`src/rtl/flash_loader_if.sv`:
```
// Byte-stream input plus flash write bus of the program loader.
// Loader side uses the slave modport; the byte source / observer uses master.
interface flash_loader_if #(
    parameter int WIDTH = 32
);
    logic             in_valid;
    logic [7:0]       in_data;
    logic             in_ready;
    logic             flash_en;
    logic [WIDTH-1:0] flash_addr;
    logic [WIDTH-1:0] flash_data;
    logic             busy;
    logic             done;
    logic             error;
    logic [2:0]       dbg_state;

    modport slave (
        input  in_valid, in_data,
        output in_ready, flash_en, flash_addr, flash_data, busy, done, error, dbg_state
    );

    modport master (
        output in_valid, in_data,
        input  in_ready, flash_en, flash_addr, flash_data, busy, done, error, dbg_state
    );
endinterface

```
`src/rtl/flash_loader.sv`:
```
// Program loader: consumes "N (LE32), then N LE32 words" from a byte stream
// and issues one-cycle word writes to program memory.
module flash_loader #(
    parameter int               WIDTH          = 32,
    parameter logic [WIDTH-1:0] BASE_ADDR      = '0,
    parameter int               MAX_WORDS      = 1024,
    parameter int               TIMEOUT_CYCLES = 1000000
) (
    input logic            clk,
    input logic            rst,
    flash_loader_if.slave  bus
);
    localparam int IDXW = $clog2(MAX_WORDS + 1);
    localparam int TW   = $clog2(TIMEOUT_CYCLES + 1);

    typedef enum logic [2:0] {
        S_IDLE  = 3'd0,
        S_LEN   = 3'd1,
        S_DATA  = 3'd2,
        S_WRITE = 3'd3,
        S_DONE  = 3'd4
    } state_t;

    state_t           state_q;
    logic [1:0]       byte_cnt_q;
    logic [IDXW-1:0]  word_idx_q;
    logic [31:0]      len_q;
    logic [31:0]      shift_q;
    logic [TW-1:0]    tmo_q;
    logic             flash_en_q;
    logic [WIDTH-1:0] flash_addr_q;
    logic [WIDTH-1:0] flash_data_q;
    logic             busy_q;
    logic             done_q;
    logic             error_q;

    logic             accept;
    logic             last_byte;
    logic [31:0]      len_d;
    logic [31:0]      shift_d;
    logic [IDXW-1:0]  word_idx_d;
    logic [TW-1:0]    tmo_d;
    logic             tmo_hit;
    logic [WIDTH-1:0] addr_d;

    // A byte moves when in_valid && in_ready at a rising edge; in_ready is a
    // function of state alone and never looks at in_valid.
    assign bus.in_ready = (state_q == S_IDLE) || (state_q == S_LEN) || (state_q == S_DATA);
    assign accept       = bus.in_valid && bus.in_ready;

    // Bytes shift in from the top so the first byte lands in bits 7:0.
    assign len_d      = {bus.in_data, len_q[31:8]};
    assign shift_d    = {bus.in_data, shift_q[31:8]};
    assign last_byte  = (byte_cnt_q == 2'd3);
    assign word_idx_d = word_idx_q + IDXW'(1);
    assign tmo_d      = tmo_q + TW'(1);
    assign tmo_hit    = (tmo_d == TW'(TIMEOUT_CYCLES));
    assign addr_d     = BASE_ADDR + WIDTH'({word_idx_q, 2'b00});

    always_ff @(posedge clk or negedge rst) begin
        if (!rst) begin
            state_q      <= S_IDLE;
            byte_cnt_q   <= '0;
            word_idx_q   <= '0;
            len_q        <= '0;
            shift_q      <= '0;
            tmo_q        <= '0;
            flash_en_q   <= 1'b0;
            flash_addr_q <= '0;
            flash_data_q <= '0;
            busy_q       <= 1'b0;
            done_q       <= 1'b0;
            error_q      <= 1'b0;
        end else begin
            flash_en_q <= 1'b0;
            done_q     <= 1'b0;
            case (state_q)
                S_IDLE: begin
                    if (accept) begin
                        state_q    <= S_LEN;
                        len_q      <= len_d;
                        byte_cnt_q <= 2'd1;
                        tmo_q      <= '0;
                        error_q    <= 1'b0;
                        busy_q     <= 1'b1;
                    end
                end
                S_LEN: begin
                    if (accept) begin
                        len_q      <= len_d;
                        byte_cnt_q <= byte_cnt_q + 2'd1;
                        tmo_q      <= '0;
                        if (last_byte) begin
                            if (len_d == 32'd0) begin
                                state_q <= S_DONE;
                                done_q  <= 1'b1;
                                busy_q  <= 1'b0;
                            end else if (len_d > 32'(MAX_WORDS)) begin
                                state_q <= S_IDLE;
                                error_q <= 1'b1;
                                busy_q  <= 1'b0;
                            end else begin
                                state_q    <= S_DATA;
                                word_idx_q <= '0;
                            end
                        end
                    end else if (tmo_hit) begin
                        state_q <= S_IDLE;
                        error_q <= 1'b1;
                        busy_q  <= 1'b0;
                    end else begin
                        tmo_q <= tmo_d;
                    end
                end
                S_DATA: begin
                    if (accept) begin
                        shift_q    <= shift_d;
                        byte_cnt_q <= byte_cnt_q + 2'd1;
                        tmo_q      <= '0;
                        if (last_byte) begin
                            state_q      <= S_WRITE;
                            flash_en_q   <= 1'b1;
                            flash_addr_q <= addr_d;
                            flash_data_q <= WIDTH'(shift_d);
                        end
                    end else if (tmo_hit) begin
                        state_q    <= S_IDLE;
                        error_q    <= 1'b1;
                        busy_q     <= 1'b0;
                        byte_cnt_q <= '0;
                    end else begin
                        tmo_q <= tmo_d;
                    end
                end
                S_WRITE: begin
                    word_idx_q <= word_idx_d;
                    tmo_q      <= '0;
                    if (32'(word_idx_d) == len_q) begin
                        state_q <= S_DONE;
                        done_q  <= 1'b1;
                        busy_q  <= 1'b0;
                    end else begin
                        state_q <= S_DATA;
                    end
                end
                S_DONE: begin
                    state_q <= S_IDLE;
                end
                default: begin
                    state_q <= S_IDLE;
                    busy_q  <= 1'b0;
                end
            endcase
        end
    end

    assign bus.flash_en   = flash_en_q;
    assign bus.flash_addr = flash_addr_q;
    assign bus.flash_data = flash_data_q;
    assign bus.busy       = busy_q;
    assign bus.done       = done_q;
    assign bus.error      = error_q;
    assign bus.dbg_state  = state_q;
endmodule

```
`src/flat_wrapper.sv`:
```
// flat-port wrapper written by rule: the top's interface ports become plain ports
module flash_loader_flat 
#(
    parameter int               WIDTH          = 32,
    parameter logic [WIDTH-1:0] BASE_ADDR      = '0,
    parameter int               MAX_WORDS      = 1024,
    parameter int               TIMEOUT_CYCLES = 1000000
)
  (clk, rst, bus_in_valid, bus_in_data, bus_in_ready, bus_flash_en, bus_flash_addr, bus_flash_data, bus_busy, bus_done, bus_error, bus_dbg_state);
  flash_loader_if #(.WIDTH(WIDTH)) bus_i ();
  input logic clk;
  input logic rst;
  input wire logic [$bits(bus_i.in_valid)-1:0] bus_in_valid;
  input wire logic [$bits(bus_i.in_data)-1:0] bus_in_data;
  output wire logic [$bits(bus_i.in_ready)-1:0] bus_in_ready;
  output wire logic [$bits(bus_i.flash_en)-1:0] bus_flash_en;
  output wire logic [$bits(bus_i.flash_addr)-1:0] bus_flash_addr;
  output wire logic [$bits(bus_i.flash_data)-1:0] bus_flash_data;
  output wire logic [$bits(bus_i.busy)-1:0] bus_busy;
  output wire logic [$bits(bus_i.done)-1:0] bus_done;
  output wire logic [$bits(bus_i.error)-1:0] bus_error;
  output wire logic [$bits(bus_i.dbg_state)-1:0] bus_dbg_state;
  assign bus_i.in_valid = bus_in_valid;
  assign bus_i.in_data = bus_in_data;
  assign bus_in_ready = bus_i.in_ready;
  assign bus_flash_en = bus_i.flash_en;
  assign bus_flash_addr = bus_i.flash_addr;
  assign bus_flash_data = bus_i.flash_data;
  assign bus_busy = bus_i.busy;
  assign bus_done = bus_i.done;
  assign bus_error = bus_i.error;
  assign bus_dbg_state = bus_i.dbg_state;
  flash_loader #(.WIDTH(WIDTH), .BASE_ADDR(BASE_ADDR), .MAX_WORDS(MAX_WORDS), .TIMEOUT_CYCLES(TIMEOUT_CYCLES)) u_core (.clk(clk), .rst(rst), .bus(bus_i));
endmodule
```
`config.mk`:
```
export PLATFORM = sky130hd
export DESIGN_NAME = flash_loader_flat
export DESIGN_NICKNAME = d
export VERILOG_FILES = /design/src/rtl/flash_loader_if.sv /design/src/rtl/flash_loader.sv /design/src/flat_wrapper.sv
export SDC_FILE = /design/constraint.sdc
export NUM_CORES = 1
export LEC_CHECK = 0
export CORE_UTILIZATION = 56
export CTS_CLUSTER_SIZE = 30
export DETAILED_ROUTE_END_ITERATION = 12
export GPL_TIMING_DRIVEN = 1
export PLACE_DENSITY = 0.8
export SLEW_MARGIN = 20
export SYNTH_ARGS = -nofsm -noshare
export SYNTH_HDL_FRONTEND = slang
export SYNTH_SLANG_ARGS = --single-unit
```
`constraint.sdc`:
```
create_clock -name clk -period 2.6 [get_ports clk]
set_clock_uncertainty 0.05 [all_clocks]
set_input_delay 0.78 -clock clk [delete_from_list [all_inputs] [get_ports clk]]
set_output_delay 0.78 -clock clk [all_outputs]
set_load 0.05 [all_outputs]
```
* Yosys cells after proc, flatten, opt, wreduce, memory -nomap -nowiden *
Index checks and enable logic that the tools add are counted.

operators by class
  add/sub/neg operators = 3
  multipliers = 0
  div/mod/pow operators = 0
  $lt $le $gt $ge = 1
  equal/unequal tests = 21
  shift-type cells = 0
  multiplexer cells = 49
  bitwise operators = 1
  reductions and logical operators = 19

operators with widths
  cell                   count
  $mux 20                3
  $pmux 20 s3            1
  $mux 11                4
  $eq 11x32->1           1
  $gt 32x11->1 const B   1
  $logic_not 32->1       1
  $mux 3                 8
  $mux 1                 22
  $pmux 11 s2            1
  $add 20x1->20 const B  1
  $eq 20x20->1 const B   1
  $ne 3x3->1 const B     4
  $pmux 3 s4             1
  $reduce_and 6->1       2
  $add 11x1->11 const B  1
  $mux 2                 5
  $reduce_and 3->1       3
  $ne 2x1->1 const B     4
  $eq 3x2->1 const B     2
  $ne 2x2->1 const B     3
  $pmux 2 s3             1
  $reduce_bool 3->1      2
  $pmux 1 s5             1
  $reduce_and 5->1       1
  17 further kinds       20

word-level totals
  register bits after elaboration = 147
  latch bits = 0
  bits in writable memories = 0
  bits in read-only memories = 0
  input port bits = 11
  output and inout bits = 72
  word-level logic and storage cells = 106
  memories kept = 0

* Logic depth before layout (Yosys ltp) *
  depth after elaboration = 6
  gate-level depth with buffers = 10
  mapped depth without buffers = 8

* Worst setup path before layout *
No wires, ideal clock.

  path kind = register to output
  from = reg u_core.state_q[1] (netlist: u_core.bus.dbg_state[1])
  to = out bus_in_ready
  data arrival time = 1835 ps
  data required time = 1770 ps
  slack = -65 ps
  cell stages (with the launch flop) = 4
  path buffers = 2
  path through = dfrtp_1 clkbuf_1 clkbuf_1 a21oi_1

on the way
  longest elaborated chain between the ends = 3
  elaborated cells on any way between the ends = 5
  classes of those cells = 2 x eq/ne; 3 x reduce/logical

RTL lines
  item                                           RTL line            source
  start: declaration                             flash_loader.sv:24  state_t state_q;
  start signal: assignment                       flash_loader.sv:62  state_q <= S_IDLE;
  start signal: assignment                       flash_loader.sv:80  state_q <= S_LEN;
  start signal: assignment                       flash_loader.sv:95  state_q <= S_DONE;
  $eq 3x1->1 or $logic_not 3->1 (tied branches)  flash_loader.sv:48  assign bus.in_ready = (state_q == S_IDLE) || (state_q == S_LEN) || (state_q == S_DATA);
  $logic_or 1x1->1                               flash_loader.sv:48
  $logic_or 1x1->1 (*)                           flash_loader.sv:48
  end: declaration                               flat_wrapper.sv:15  output wire logic [$bits(bus_i.in_ready)-1:0] bus_in_ready;

Mark *: on every way between the ends. The rest lies on a longest branch, timed or not.

* Worst setup path after layout *
  from = in bus_in_data[7]
  to = reg u_core.word_idx_q[2]

on the way
  longest elaborated chain between the ends = 3
  elaborated cells on any way between the ends = 5
  classes of those cells = 1 x order compare; 2 x eq/ne; 2 x reduce/logical

RTL lines
  item                                              RTL line                                source
  start: declaration                                flat_wrapper.sv:14                      input wire logic [$bits(bus_i.in_data)-1:0] bus_in_data;
  $gt 32x11->1 or $logic_not 32->1 (tied branches)  flash_loader.sv:98, flash_loader.sv:94
  $ne 2x2->1 (no line)                              --
  $reduce_and 5->1 (no line) (*)                    --
  end signal: assignment                            flash_loader.sv:136                     word_idx_q <= word_idx_d;
  end: declaration                                  flash_loader.sv:26                      logic [IDXW-1:0] word_idx_q;

Marked as above.
A chain may end at the register's enable or synchronous reset.

==> results.toml <==
[clocking]
clk_pin_slew_ns = 0.06
cts_inserted_buffers = 17
clk_latency_ns = 0.42
cts_tree = "built"
clock-sinks = 139
cts_buffer_depth = 2
cts_htree_levels = 4
root_buffer = "clkbuf_16"

[timing]
setup_violations = 1
slew_headroom_pct = 58.5
max_freq_ghz = 0.374
timing.hold.ws_ns = 0.225
post-route-period-util_pct = 103
timing.setup.tns_ns = -0.0724
finalHoldViolCount = 0
min_period_ns = 2.67
tightest_slew_ns = 0.622
slew_viol_final = 0
fin_ws_ns = -0.0724

[route]
ant_nets = 0
wl_per_cell_um = 17.3
drc = 5
drt_wl_total_um = 14800
vias = 5017
via_per_inst = 5.87
drt-initial-drc-count = 383
dr.pass1.iters = 12

[worst_setup_path]
rrSetupSlack_ns = 0.10
cp_max_fo = 6
arrival_ns = 2.90
end_kind = "register"
reg2reg_to = "u_core.bus.busy$_DFFE_PN0P_"
start_kind = "input pin"
crit_type = "input pin to register"
rr_worst_depth = 7
r2r_start = "u_core.len_q[13]$_DFFE_PN0P_"
critPathRequiredTime_ns = 2.83

[synthesis]
ys_seq_area_share_pct = 51.1
synthArstFlopShare_pct = 100
synthDistinctLibCells = 66
synth-simple-area-share_pct = 13.0
synth_top_area_share_pct = 51.1
synth-edff-count = 0
synth_top_family_by_area = "multiplexers"
post_synth_fa_ha_maj_area_fraction_pct = 0.552
synth-xor-area-share_pct = 3.15
synth_compound_area_share_pct = 10.7
syn_area_mm2 = 0.00680
synthTopCellsByCount = "dfrtp_1 (139), mux2_2 (99), nand2_1 (47)"
synthCells = 598
yosys-mux-area-fraction_pct = 16.5
avgSynthCellArea_um2 = 11.4
yosys.area.top_type = "dfrtp_1"
ys_warn_count = 0
synth.most_common_cell = "dfrtp_1"
synth-main-ff-cell = "dfrtp_1"
ys_ff_latch = 139
synthTopCellsByArea = "dfrtp_1 (51%), mux2_2 (16%), o21ai_0 (3.4%)"

[power_and_ir_drop]
finalPower_mw = 5.82
powerDensity_mw_per_mm2 = 685
peakVddDrop_mv = 0.545
leakage_nw = 3.94

[global_route]
grt_start_max_net_pins = 48
antenna_found_initial = 0
grt_overflow = 0
grt_pass1_vias = 4913
grt_pass1_wl_um = 24800
track_usage_pct = 25.1

[job]
cap_violations = 0

[placed_design]
gp_congestion = 0.867
dpl.hpwl_um = 9630
place_area_mm2 = 0.00779
port_buffers = 61

[layout]
nFillCells = 775
diodes = 0
seq_area_mm2 = 0.00348
final_core_utilization_pct = 73.2
final_net_count = 712
syn_to_final_growth_pct = 24.9
postLayoutCellArea_mm2 = 0.00850
drive_gt1_share_pct = 30.7
multi_input_area_mm2 = 0.00313

[floorplanning]
start_util_pct = 58.6
pin_count = 83
core_mm2 = 0.0116
die_y_um = 112
die_w_um = 112
die_area_mm2 = 0.0126
num_rows = 39

[run_status]
status = "finished, violations left"
violations = "DRC, setup timing"

[worst_hold_path]
hold_path_class = "input pin to async pin"
==> worst max-delay path by stage <==
stage               depth (start not counted)                               endpoint                         start
floorplan                                   6  u_core.bus.flash_addr[10]$_DFFE_PN0P_                  bus_in_valid
global placement                            9       u_core.word_idx_q[7]$_DFFE_PN0P_                bus_in_data[6]
detailed placement                          9       u_core.word_idx_q[8]$_DFFE_PN0P_                bus_in_data[6]
CTS                                         7            u_core.bus.busy$_DFFE_PN0P_  u_core.len_q[13]$_DFFE_PN0P_
global route                                9       u_core.word_idx_q[2]$_DFFE_PN0P_                bus_in_data[7]
finish                                      9       u_core.word_idx_q[2]$_DFFE_PN0P_                bus_in_data[7]
==> layout make-up <==
class	count	area share, %
clock buffer	19	5.21
timing repair buffer	113	12.5
sequential	139	40.9
inverter	7	0.309
clock inverter	13	2.13
multi-input combinational	420	36.8
tap	143	2.11
==> flip-flops by register name, indices dropped and copies added, names as in the netlist <==
signal	flops
u_core.bus.done	1
u_core.bus.error	1
u_core.bus.dbg_state	3
u_core.byte_cnt_q	2
u_core.shift_q	24
u_core.word_idx_q	11
u_core.bus.flash_addr	11
u_core.bus.busy	1
u_core.bus.flash_data	32
u_core.len_q	32
u_core.tmo_q	20
u_core.bus.flash_en	1
==> per-layer routing <==
| layer | vias to the layer above | wire [um] | GRT usage, % | share of wire, % |
|---|---|---|---|---|
| met4 | 0 | 210 | 8.71 | 1.4 |
| li1 | 2340 | - | - | - |
| met2 | 182 | 7040 | 40.8 | 48 |
| met5 | - | 0 | 0 | 0 |
| met1 | 2471 | 6660 | 33.1 | 45 |
| met3 | 24 | 890 | 5.94 | 6.0 |
==> critical path: stages <==
cell             delay, ns
clkdlybuf4s50_1       0.44
nor4_2                0.30
nand4_1               0.22
nor2_1                0.18
and3b_2               0.23
a41oi_2               0.16
buf_4                 0.20
o21ai_0               0.25
o21ai_0               0.13
==> cells by family after synthesis <==
logic type | count (synthesis)
other | 1
and+or+nand+nor | 163
adders and majority gates | 3
muxes | 100
AOI/OAI and AO/OA | 111
xor gates and xnor gates | 22
buffers and inverters | 59
DFF | 139
==> power by group <==
group          internal [mW]  leakage, nW  switching (mW)
clock network           1.56        0.303           0.975
registers               2.31         1.80           0.136
logic                  0.339         1.85           0.496
==> cell usage in the layout (no fill, tap or decap), types with 3 or more instances in the layout <==
cell type / count
nand2_1: 46
xor2_1: 8
nand2b_1: 4
dfrtp_1: 139
mux2_2: 99
clkbuf_16: 17
clkdlybuf4s50_1: 54
o21ai_0: 43
o21ai_1: 4
ha_1: 3
a21oi_1: 13
o32ai_1: 3
a31oi_1: 11
nand3_1: 14
nand4_2: 3
o31ai_1: 4
nor4_2: 5
clkinv_4: 3
nand4_1: 10
o211a_1: 3
or3_1: 7
nor4_1: 3
inv_1: 7
bufinv_16: 3
nor2_1: 32
conb_1: 21
a31oi_2: 3
nor3_1: 11
inv_6: 4
buf_12: 5
and3_1: 4
xnor2_1: 12
buf_4: 51
==> stage by stage <==
| stage | setup WS [ns] | cells |
|---|---|---|
| after global routing | -0.0987 | 854 |
| after detailed placement | -0.438 | 818 |
| after global placement | -0.289 | 818 |
| after floorplan | 0.153 | 618 |
| final | -0.0724 | 854 |
| after CTS | 0.0216 | 850 |
==> repair_timing <==
item | 4_1_cts | 5_1_grt
endpoints found under the setup margin | 2 | 25
gates resized for setup | 3 | 12
gates cloned | 0 | 1
hold buffers | 0 | 0
buffers inserted | 0 | 3
pin swaps | 0 | 4
Power figures use the tool's default switching activity.
